File: src/rtl/systolic_array_if.sv
// Operand stream and result byte stream for the 2x2 systolic matrix-multiply unit.
// The master drives operands and out_ready. The slave (the array) returns bytes and status.
interface systolic_array_if;
  logic       clear;
  logic       en;
  logic [7:0] a_data0;
  logic [7:0] a_data1;
  logic [7:0] b_data0;
  logic [7:0] b_data1;
  logic [7:0] out_data;
  logic       out_valid;
  logic       out_ready;
  logic       busy;
  logic       done;

  modport master (
    output clear, en, a_data0, a_data1, b_data0, b_data1, out_ready,
    input  out_data, out_valid, busy, done
  );

  modport slave (
    input  clear, en, a_data0, a_data1, b_data0, b_data1, out_ready,
    output out_data, out_valid, busy, done
  );
endinterface

File: src/rtl/systolic_array.sv
// 2x2 output-stationary systolic multiplier with 16-bit saturating accumulators.
// Results are drained as eight bytes over a valid/ready handshake.
module systolic_array (
  input  logic            clk,
  input  logic            rst_n,
  systolic_array_if.slave io
);
  typedef enum logic [1:0] {IDLE = 2'd0, COMPUTE = 2'd1, DRAIN = 2'd2} state_t;

  state_t      state, state_nxt;
  logic [1:0]  cnt;
  logic [2:0]  idx;
  logic        done_q;
  logic [15:0] acc     [4];  // PE order: 00, 01, 10, 11
  logic [15:0] acc_nxt [4];
  logic [7:0]  pe_a    [4];
  logic [7:0]  pe_b    [4];
  // Only the forward registers that feed a neighbour are kept.
  logic [7:0]  a_fwd00, b_fwd00, a_fwd10, b_fwd01;
  logic        advance, accept, last;

  assign advance = io.en && (state != DRAIN);
  assign accept  = (state == DRAIN) && io.out_ready;
  assign last    = accept && (idx == 3'd7);

  always_comb begin
    pe_a[0] = io.a_data0;  pe_b[0] = io.b_data0;
    pe_a[1] = a_fwd00;     pe_b[1] = io.b_data1;
    pe_a[2] = io.a_data1;  pe_b[2] = b_fwd00;
    pe_a[3] = a_fwd10;     pe_b[3] = b_fwd01;
  end

  always_comb begin : mac
    logic [16:0] sum;
    for (int i = 0; i < 4; i++) begin
      sum        = {1'b0, acc[i]} + {1'b0, 16'(pe_a[i]) * 16'(pe_b[i])};
      acc_nxt[i] = sum[16] ? 16'hFFFF : sum[15:0];
    end
  end

  // NOTE: every signal written in always_comb gets a default first, so no path can leave it unassigned and infer a latch.
  always_comb begin
    state_nxt = state;
    case (state)
      IDLE:    if (io.en) state_nxt = COMPUTE;
      COMPUTE: if (io.en && cnt == 2'd3) state_nxt = DRAIN;
      DRAIN:   if (last) state_nxt = IDLE;
      default: state_nxt = IDLE;
    endcase
    if (io.clear) state_nxt = IDLE;
  end

  // NOTE: state is updated with non-blocking assignments so every flop samples pre-edge values; blocking here would create order-dependent races.
  always_ff @(posedge clk or negedge rst_n) begin
    if (!rst_n) state <= IDLE;
    else        state <= state_nxt;
  end

  // NOTE: the accumulators are a small flop array rather than a RAM, so they are reset and cleared like any other register.
  always_ff @(posedge clk or negedge rst_n) begin
    if (!rst_n) begin
      for (int i = 0; i < 4; i++) acc[i] <= '0;
      a_fwd00 <= '0;
      b_fwd00 <= '0;
      a_fwd10 <= '0;
      b_fwd01 <= '0;
      cnt     <= '0;
      idx     <= '0;
      done_q  <= 1'b0;
    end else if (io.clear || last) begin
      // Completion and clear both return the array to a clean IDLE. Only completion pulses done.
      for (int i = 0; i < 4; i++) acc[i] <= '0;
      a_fwd00 <= '0;
      b_fwd00 <= '0;
      a_fwd10 <= '0;
      b_fwd01 <= '0;
      cnt     <= '0;
      idx     <= '0;
      done_q  <= !io.clear;
    end else begin
      done_q <= 1'b0;
      if (advance) begin
        acc     <= acc_nxt;
        a_fwd00 <= pe_a[0];
        b_fwd00 <= pe_b[0];
        a_fwd10 <= pe_a[2];
        b_fwd01 <= pe_b[1];
        cnt     <= (state == IDLE) ? 2'd1 : cnt + 2'd1;
        if (state == COMPUTE && cnt == 2'd3) idx <= '0;
      end
      if (accept) idx <= idx + 3'd1;
    end
  end

  assign io.out_valid = (state == DRAIN);
  assign io.busy      = (state != IDLE);
  assign io.done      = done_q;

  // The byte mux reads only registered state, so out_data holds while the consumer stalls.
  always_comb begin
    logic [15:0] sel;
    sel         = acc[idx[2:1]];
    io.out_data = '0;
    if (state == DRAIN) io.out_data = idx[0] ? sel[15:8] : sel[7:0];
  end
endmodule

File: src/flat_wrapper.sv
// flat-port wrapper written by rule: the top's interface ports become plain ports
module systolic_array_flat 
  (clk, rst_n, io_clear, io_en, io_a_data0, io_a_data1, io_b_data0, io_b_data1, io_out_ready, io_out_data, io_out_valid, io_busy, io_done);
  systolic_array_if io_i ();
  input  logic clk;
  input  logic rst_n;
  input wire logic [$bits(io_i.clear)-1:0] io_clear;
  input wire logic [$bits(io_i.en)-1:0] io_en;
  input wire logic [$bits(io_i.a_data0)-1:0] io_a_data0;
  input wire logic [$bits(io_i.a_data1)-1:0] io_a_data1;
  input wire logic [$bits(io_i.b_data0)-1:0] io_b_data0;
  input wire logic [$bits(io_i.b_data1)-1:0] io_b_data1;
  input wire logic [$bits(io_i.out_ready)-1:0] io_out_ready;
  output wire logic [$bits(io_i.out_data)-1:0] io_out_data;
  output wire logic [$bits(io_i.out_valid)-1:0] io_out_valid;
  output wire logic [$bits(io_i.busy)-1:0] io_busy;
  output wire logic [$bits(io_i.done)-1:0] io_done;
  assign io_i.clear = io_clear;
  assign io_i.en = io_en;
  assign io_i.a_data0 = io_a_data0;
  assign io_i.a_data1 = io_a_data1;
  assign io_i.b_data0 = io_b_data0;
  assign io_i.b_data1 = io_b_data1;
  assign io_i.out_ready = io_out_ready;
  assign io_out_data = io_i.out_data;
  assign io_out_valid = io_i.out_valid;
  assign io_busy = io_i.busy;
  assign io_done = io_i.done;
  systolic_array u_core (.clk(clk), .rst_n(rst_n), .io(io_i));
endmodule
File: config.mk
export PLATFORM = sky130hd
export DESIGN_NAME = systolic_array_flat
export DESIGN_NICKNAME = d
export VERILOG_FILES = /design/src/rtl/systolic_array_if.sv /design/src/rtl/systolic_array.sv /design/src/flat_wrapper.sv
export SDC_FILE = /design/constraint.sdc
export NUM_CORES = 1
export LEC_CHECK = 0
export CORE_UTILIZATION = 58
export CTS_CLUSTER_DIAMETER = 80
export DETAILED_ROUTE_END_ITERATION = 10
export GPL_TIMING_DRIVEN = 0
export PLACE_DENSITY_LB_ADDON = 0.25
export SETUP_SLACK_MARGIN = 0.5
export SYNTH_ARGS = -nofsm -noshare
export SYNTH_HDL_FRONTEND = slang
export SYNTH_SLANG_ARGS = --single-unit
File: constraint.sdc
create_clock -name clk -period 4.3 [get_ports clk]
set_clock_uncertainty 0.2 [all_clocks]
set_input_delay 0.86 -clock clk [delete_from_list [all_inputs] [get_ports clk]]
set_output_delay 0.86 -clock clk [all_outputs]
set_load 0.02 [all_outputs]
==> flow_metrics.env <==
export IMPL_wl_per_cell_um=19.05
export IMPL_cts_buffers=9
export IMPL_ant_nets=0
export IMPL_synth_area_mm2=0.01464
export IMPL_grt_max_degree=59
export IMPL_final_common_cell="inv_1"
export IMPL_worstSkewPairLatency_ns=0.36
export IMPL_mostFrequentLayoutCells="367 x inv_1, 186 x fa_1, 123 x nand2_1, 123 x and2_1, 121 x ha_1"
export IMPL_r2r_start="u_core.a_fwd00[3]$_DFFE_PN0P_"
export IMPL_cp_required_ns=4.35
export IMPL_dpl_cell_count=1930
export IMPL_clkPwrFrac=0.120
export IMPL_syn_inst=1568
export IMPL_die_w_um=160.9
export IMPL_grt_pass1_vias=12010
export IMPL_final_cells=2005
export IMPL_violations="setup timing"
export IMPL_synth_area_leaders="fa_1 28%, dfrtp_1 18%, ha_1 13%, inv_1 10%, and2_1 6.1%"
export IMPL_ys_async_sr_fraction=1.000
export IMPL_h_tree_depth=3
export IMPL_synth_cell_types=61
export IMPL_synth_nets=1956
export IMPL_grt_pass1_wl_um=62380
export IMPL_relSlewSlack=0.4588
export IMPL_path_clk_slew_ns=0.07
export IMPL_routed_top_layer="met4"
export IMPL_synth_enable_flop_cells=0
export IMPL_io_buffer_count=37
export IMPL_drt_initial_drc_count=758
export IMPL_die_area_mm2=0.02588
export IMPL_drc=0
export IMPL_status="finished, violations left"
export IMPL_gp_congestion=0.9104
export IMPL_critPathMaxFanout=9
export IMPL_nFillCells=1836
export IMPL_worstHoldStart="u_core.state[1]$_DFFE_PN0P_"
export IMPL_clk_path_buf_depth=2
export IMPL_register_area_mm2=0.002618
export IMPL_overflow=0
export IMPL_dpl_hpwl_um=29670
export IMPL_tns_ns=-31.40
export IMPL_cts_tree="yes"
export IMPL_yosysWarnings=0
export IMPL_hold_class="register to register"
export IMPL_fin_crit_ns=4.913
export IMPL_start_util=0.5967
export IMPL_finalCritPeriodShare=1.142
export IMPL_rsz0062_at_grt="yes"
export IMPL_tightest_slew_ns=0.8117
export IMPL_multi_input_area_mm2=0.01117
export IMPL_p_switching_w=0.003018
export IMPL_wl_met1_um=15640
export IMPL_pre_cts_slack_ns=-1.886
export IMPL_synthFlopType="dfrtp_1"
export IMPL_rows=57
export IMPL_core_area_mm2=0.02453
export IMPL_synth_top_cell_by_area="fa_1"
export IMPL_ys_seq_area_frac=0.1778
export IMPL_area_delta_synth_final_pct=19.16
export IMPL_final_nets=2064
export IMPL_hold_viol_final=0
export IMPL_viasPerCell=5.756
export IMPL_met2WireLength_um=18900
export IMPL_wl_met3_um=2627
export IMPL_drt_total_wl_um=38200
export IMPL_drive_above_1_share=0.1898
export IMPL_setup_violations=64
export IMPL_syn_avg_cell_area_um2=9.336
export IMPL_vias=11540
export IMPL_gr_usage_all_layers=0.3116
export IMPL_synth_top_area_frac=0.2790
export IMPL_peakVddDrop_uv=362.4
export IMPL_drt_first_pass_iters=5
export IMPL_clock_sinks=104
export IMPL_end_kind="register"
export IMPL_seqPwrFrac=0.203
export IMPL_die_height_um=160.9
export IMPL_drv_cap=0
export IMPL_worstSetupPathType="primary input to register"
export IMPL_p_leak_nw=8.886
export IMPL_hold_buffers=0
export IMPL_antenna_found_initial=0
export IMPL_internal_power_w=0.003760
export IMPL_startpoint_type="primary input"
export IMPL_clock_fmax_mhz=203.6
export IMPL_diodes=0
export IMPL_final_util=0.7110
export IMPL_p_comb_frac=0.677
export IMPL_p_sw_frac=0.4453
export IMPL_crit_start="io_a_data1[5]"
export IMPL_arrival_ns=4.96
export IMPL_slew_viol_final=0
export IMPL_finalWorstSetupSlack_ns=-0.6126
export IMPL_design_portCount=48
export IMPL_clockRootBuffer="clkbuf_16"
export IMPL_ys_ff_latch=104
export IMPL_powerDensity_mw_per_mm2=388.5
==> Yosys cell counts, drive strengths merged, types with 8 or more instances <==
cell type / n
o21ai: 33
clkbuf: 43
nor2: 41
o21a: 8
xnor2: 30
buf: 10
and2: 143
ha: 147
nand2: 147
fa: 204
a21oi: 44
mux2i: 13
a22o: 36
inv: 393
a21o: 14
a221o: 47
mux4: 16
dfrtp: 104
nand2b: 10
==> worst max-delay path: stages <==
cell,delay [ns]
clkbuf_16,0.14
and2_4,0.14
fa_1,0.54
fa_1,0.43
fa_1,0.49
inv_1,0.05
fa_1,0.48
inv_2,0.04
ha_4,0.28
and3_4,0.19
nand3_2,0.07
o211a_1,0.18
a31oi_4,0.21
mux2i_1,0.10
a21o_2,0.23
buf_12,0.13
buf_8,0.12
a221o_1,0.26
==> worst paths after layout <==
check	to	depth (start not counted)	slack [ns]
max reg2reg	u_core.acc[44]$_DFFE_PN0P_	17	-0.57
max in group asynchronous	u_core.a_fwd10[7]$_DFFE_PN0P_	2	2.85
min reg2reg	u_core.state[0]$_DFFE_PN0P_	1	0.29
max	u_core.acc[19]$_DFFE_PN0P_	18	-0.61
min in group asynchronous	u_core.a_fwd00[5]$_DFFE_PN0P_	1	0.31
min	u_core.state[0]$_DFFE_PN0P_	1	0.29
==> registers in the layout, summed over array words and instances, names as in the netlist, 2 cells and up <==
name and count:
u_core.a_fwd00 8, u_core.a_fwd10 8, u_core.acc 64, u_core.b_fwd00 8
u_core.b_fwd01 8, u_core.cnt 2, u_core.idx 3, u_core.state 2
==> final cells by class <==
| cell class | count | area share |
|---|---|---|
| Timing Repair Buffer | 97 | 0.05530 |
| Clock inverter | 4 | 0.001650 |
| Inverter | 393 | 0.08456 |
| Buffer | 53 | 0.03041 |
| Sequential cell | 104 | 0.1501 |
| Clock buffer | 12 | 0.01470 |
| Multi-Input combinational cell | 1018 | 0.6401 |
| Tap cell | 324 | 0.02324 |
==> metal layers <==
layer  vias to the layer above  GRT usage
met5                         -          0
met4                         0     0.1003
met3                        80    0.05914
met2                       374     0.5292
met1                      5912     0.4022
li1                       5175          -
==> logic make-up (layout without fill, tap and decap cells) <==
family	Yosys count	after routing	synth area share
AO/OA/AOI/OAI	228	228	0.1181
XOR/XNOR	36	36	0.02154
adder cells (fa/ha/maj)	351	351	0.4046
buffers and inverters	446	559	0.1150
flip-flops	104	104	0.1778
multiplexers	30	30	0.03453
AND/OR/NAND/NOR	373	373	0.1284
==> stage by stage <==
| stage | total power [W] | instance area [µm²] | hold WS (ns) |
|---|---|---|---|
| 2_1_floorplan | 0.004374 | 15170 | 0.2388 |
| 3_5_place_dp | 0.005282 | 15970 | 0.2680 |
| 5_1_grt | 0.007401 | 17440 | 0.3128 |
| 3_3_place_gp | 0.005176 | 15950 | 0.2575 |
| 4_1_cts | 0.006526 | 17120 | 0.2768 |
| 6_report | 0.006778 | 17440 | 0.2872 |
==> power by group through the flow <==
stage	registers, W	clock network [W]	logic (W)
global route	0.00138	0.000848	0.00517
finish	0.00138	0.000812	0.00459
global placement	0.00138	0	0.00380
floorplan	0.00124	0	0.00314
detailed placement	0.00138	0	0.00391
CTS	0.00136	0.000808	0.00436
==> what timing repair did <==
action,4_1_cts,5_1_grt
gates cloned,5,2
pin swaps,68,36
endpoints found under the setup margin,72,72
gates resized for setup,277,68
setup buffers,40,12
No activity file was read; power rests on OpenSTA's default activity.
